## config.mk

```make
export PLATFORM = sky130hd
export DESIGN_NAME = modinv_helper_invert_update
export DESIGN_NICKNAME = d
export VERILOG_FILES = /design/src/rtl/modinv_helper_invert_update.sv
export SDC_FILE = /design/constraint.sdc
export NUM_CORES = 1
export LEC_CHECK = 0
export CORE_AREA = 2 2 179 181
export DETAILED_ROUTE_END_ITERATION = 12
export DIE_AREA = 0 0 181 183
export DONT_BUFFER_PORTS = 1
export GPL_TIMING_DRIVEN = 0
export SKIP_CTS_REPAIR_TIMING = 1
export SYNTH_ARGS = -nofsm -noshare
export SYNTH_HDL_FRONTEND = slang
export SYNTH_SLANG_ARGS = --single-unit
```

## constraint.sdc

```tcl
create_clock -name clk -period 3.35 [get_ports clk]
set_input_delay 0.8375 -clock clk [delete_from_list [all_inputs] [get_ports clk]]
set_output_delay 0.8375 -clock clk [all_outputs]
set_load 0.01 [all_outputs]
```

## src/rtl/modinv_helper_invert_update.sv

```systemverilog
// One Kaliski almost-inverse step: pick a branch from the parity and sign
// of u, v and v-u, then copy the precalc candidates into r, s, u, v.
module modinv_helper_invert_update #(
  parameter int BUFFER_NUM_WORDS = 9,
  parameter int BUFFER_ADDR_BITS = 4
) (
  input  logic                        clk,
  input  logic                        rst_n,
  input  logic                        ena,
  output logic                        rdy,
  output logic                        v_zero,
  output logic [1:0]                  branch,
  output logic [BUFFER_ADDR_BITS-1:0] src_addr,
  input  logic [31:0]                 u_din,
  input  logic [31:0]                 v_din,
  input  logic [31:0]                 v_minus_u_din,
  input  logic [31:0]                 u_half_din,
  input  logic [31:0]                 v_half_din,
  input  logic [31:0]                 u_minus_v_half_din,
  input  logic [31:0]                 v_minus_u_half_din,
  input  logic [31:0]                 r_dbl_din,
  input  logic [31:0]                 s_dbl_din,
  input  logic [31:0]                 r_plus_s_din,
  output logic [BUFFER_ADDR_BITS-1:0] dst_addr,
  output logic                        r_wren,
  output logic                        s_wren,
  output logic                        u_wren,
  output logic                        v_wren,
  output logic [31:0]                 r_dout,
  output logic [31:0]                 s_dout,
  output logic [31:0]                 u_dout,
  output logic [31:0]                 v_dout
);

  localparam int N  = BUFFER_NUM_WORDS;
  localparam int CW = $clog2(N + 4);
  localparam int AW = BUFFER_ADDR_BITS;
  localparam logic [CW-1:0] C_LAST = CW'(N + 3);

  typedef enum logic [1:0] {
    BR_A = 2'd0,
    BR_B = 2'd1,
    BR_C = 2'd2,
    BR_D = 2'd3
  } br_e;

  logic [CW-1:0] r_cnt;
  logic          r_u_lsb;
  logic          r_v_lsb;
  br_e           r_sel;
  br_e           w_sel;
  logic [1:0]    r_branch;
  logic          r_vor;
  logic          r_v_zero;
  logic          w_copy;
  logic [31:0]   w_new_v;

  assign rdy    = (r_cnt == '0);
  assign w_copy = (r_cnt >= CW'(4));
  assign v_zero = r_v_zero;
  assign branch = r_branch;

  // word N-1 is fetched early so the sign of v-u is known before the copy
  always_comb begin
    src_addr = '0;
    if (r_cnt == CW'(2))
      src_addr = AW'(N - 1);
    else if (r_cnt >= CW'(3) && r_cnt <= CW'(N + 2))
      src_addr = AW'(r_cnt - CW'(3));
  end

  assign dst_addr = w_copy ? AW'(r_cnt - CW'(4)) : '0;

  always_comb begin
    w_sel = BR_D;
    unique case (1'b1)
      !r_u_lsb:                                 w_sel = BR_A;
      r_u_lsb && !r_v_lsb:                      w_sel = BR_B;
      r_u_lsb && r_v_lsb && v_minus_u_din[31]:  w_sel = BR_C;
      default:                                  w_sel = BR_D;
    endcase
  end

  always_comb begin
    u_wren  = 1'b0;
    v_wren  = 1'b0;
    r_wren  = 1'b0;
    s_wren  = 1'b0;
    u_dout  = u_half_din;
    v_dout  = v_half_din;
    r_dout  = r_dbl_din;
    s_dout  = s_dbl_din;
    w_new_v = v_din;
    unique case (r_sel)
      BR_A: begin
        u_wren = w_copy;
        s_wren = w_copy;
      end
      BR_B: begin
        v_wren  = w_copy;
        r_wren  = w_copy;
        w_new_v = v_half_din;
      end
      BR_C: begin
        u_wren = w_copy;
        r_wren = w_copy;
        s_wren = w_copy;
        u_dout = u_minus_v_half_din;
        r_dout = r_plus_s_din;
      end
      BR_D: begin
        v_wren  = w_copy;
        r_wren  = w_copy;
        s_wren  = w_copy;
        v_dout  = v_minus_u_half_din;
        s_dout  = r_plus_s_din;
        w_new_v = v_minus_u_half_din;
      end
      default: ;
    endcase
  end

  always_ff @(posedge clk or negedge rst_n) begin
    if (!rst_n) begin
      r_cnt    <= '0;
      r_u_lsb  <= 1'b0;
      r_v_lsb  <= 1'b0;
      r_sel    <= BR_A;
      r_branch <= 2'd0;
      r_vor    <= 1'b0;
      r_v_zero <= 1'b0;
    end else begin
      if (rdy) begin
        if (ena)
          r_cnt <= CW'(1);
      end else if (r_cnt == C_LAST) begin
        r_cnt <= '0;
      end else begin
        r_cnt <= r_cnt + CW'(1);
      end
      if (r_cnt == CW'(2)) begin
        r_u_lsb <= u_din[0];
        r_v_lsb <= v_din[0];
      end
      if (r_cnt == CW'(3)) begin
        r_sel <= w_sel;
        r_vor <= 1'b0;
      end
      if (w_copy)
        r_vor <= r_vor | (|w_new_v);
      if (r_cnt == C_LAST) begin
        r_v_zero <= ~(r_vor | (|w_new_v));
        r_branch <= r_sel;
      end
    end
  end

endmodule

```

==> metrics.txt <==
status=complete, no violations; main combinational cell family by area after synthesis=multiplexers; DRT Wirelength=15600 µm; Routed Antenna Nets=0; Synth Net Count=588; Vias=2523; CTS buffer count=3; GRT Total Usage=0.0816; Hold Fails Final Rpt=0; worst endpoint required time=2510 ps; clock slew at reported path FFs=50 ps; Synth Area in Adders=0.0152; Ys Warns=0; area grow syn2layout=24.8%; Area contributors post-synth=mux2_2 60%, dfrtp_1 12%, nor4_1 5.1%; CP Cell Sequence=inv_1 -> nor2_4 -> buf_6 -> mux2_2; Tmin final=3020 ps; vias in the first global route=2410; core area=31200 µm²; Clock Skew=3.47 ps; Cells after DPL=664; Yosys top cell area share=0.598; Hold Slack=292 ps; Critical Path Max Stage Delay=550 ps; final design utilization=0.0986; worst setup path class=register to output pin; mux share of post-synthesis cell area=0.598; Setup crit start kind=register; drt drc=0; IO buf count=0; HPWL after DPL=13600 µm; commonest non-fill, non-tap cell in the layout=mux2_2; fin area=3080 µm²; count of pins over their slew limit=0; simple-gate share of the synthesized area=0.141; initial antenna violation count=9; Max-Cap Viols=0; nets=593; first-pass detailed-route iteration total=5; Wirelength per Cell=23.2 µm; Die W=181 µm; starting density of the core=0.0790; H-tree lvl count=1; Mapped Cells=262; Synth async-reset ratio=1.00; Non-Filler Instances=674; share of layout cells above drive strength 1=0.568; #FFs+latches synth=12; Placed Instance Area=2970 µm²; Power Density=624 nW/µm²; most frequent cells in the layout=131 x mux2_2, 20 x nor4_1, 18 x nand2_1, 12 x dfrtp_1; Synth Area in Compound Gates=0.0639; relative slew slack=0.276; clk buf depth=2; number of clock sinks=12; crit end category=output pin; fillcell total=3587; die height=183 µm; VDD IR max=0.000453 V; Least-Margin Pin Slew=1080 ps; Synth Area per Inst=9.42 µm²; Critical Path Slowest Stage Cell=dfrtp_1; final period utilization=0.901; Pleak=0.966 nW; IO Count=467; Die ar.=33100 µm²; row count=65; placer congestion estimate=0.857; max frequency=331 MHz; register area share after synthesis=0.122; insertion delay to the later sink of the worst-skew pair=240 ps; setup repair after global routing missed its margin=false; CTS tree=yes; grt total ovfl=0; Power Total=1.92 mW; Worst Hold Class=primary input to asynchronous set/reset pin; count of cell types in the netlist=28; synthesized area=2470 µm²; pin count of the biggest net entering global routing=13; final setup violation count=0; DRT iter0 DRCs=128; via/cell ratio=3.74; first-pass GRT wire length=18700 µm; XOR/XNOR Fraction of Synth Area=0; leading area contributor after synthesis=mux2_2; clock root cell=clkbuf_16; dominant synthesized flop cell=dfrtp_1; Worst Path Arrival=2180 ps; crit path max fanout=10; Post-synth EDFFs=0
## cells by family (layout without fill, tap and decap cells)
| kind of cell | Yosys count | after routing |
|---|---|---|
| multiplexers | 131 | 131 |
| AND/OR/NAND/NOR | 67 | 67 |
| AO/OA/AOI/OAI | 25 | 25 |
| buffers and inverters | 24 | 28 |
| flip-flops | 12 | 12 |
| adder cells (fa/ha/maj) | 3 | 3 |
| other | 0 | 6 |
## worst max-delay path: cells and delay by family, from the launching register on
family,cells,cell delay [ps]
buf+inv,2,430
simple gates,1,520
mux,1,430
flops,1,550
## per-layer routing
metal / routed length, µm / up-vias / share of wire / global-route usage
met1: 5530 / 1217 / 0.35 / 0.0911
met2: 7520 / 249 / 0.48 / 0.138
met5: 55 / - / 0.0035 / 0
met4: 606 / 8 / 0.039 / 0.0332
li1: - / 1011 / - / -
met3: 1910 / 38 / 0.12 / 0.0336
## path summary, 6_finish.rpt
path,from,end,slack (ps),depth (start not counted)
min in group clk,r_vor,v_zero,520,1
worst min register to register,r_vor,v_zero,520,1
worst max register to register,r_sel[0],r_vor,1620,6
max in group asynchronous,rst_n,r_vor,2990,0
worst max-delay path,r_sel[1],u_dout[20],330,4
worst min-delay path,rst_n,r_cnt[3],290,0
## cell usage after synthesis (4+ instances only)
master / count
a21oi_1: 5
nand4_1: 4
nor2_1: 11
dfrtp_1: 12
inv_1: 8
mux2_2: 131
buf_6: 6
nor3_1: 4
buf_2: 5
o21ai_0: 11
nor4_1: 20
nand2_1: 18
## report_power, final
group	switching (mW)	internal [mW]	leakage (nW)
combinational	0.826	0.555	0.775
sequential	0.0880	0.211	0.147
clock	0.0621	0.180	0.0442
## per-stage QoR
stage | setup slack [ps] | setup TNS, ps
floorplan | 1060 | 0
global placement | 86.4 | 0
detailed placement | 96.8 | 0
CTS | -133 | -5330
global route | 193 | 0
finish | 332 | 0
## final cells by class
class                           count  area, µm²  area share
Antenna cell                        6       15.0     0.00488
Multi-Input combinational cell    226       2020       0.657
Inverter                            8       30.0     0.00975
Buffer                             16        119      0.0386
Clock buffer                        4       88.8      0.0289
Sequential cell                    12        300      0.0975
Tap cell                          402        503       0.163
## sequential cells by signal (all words and copies together) (netlist names)
name and flops:
r_v_lsb 1, r_cnt 4, r_sel 2, v_zero 1, r_u_lsb 1, branch 2, r_vor 1
No activity file was read; power rests on OpenSTA's default activity.
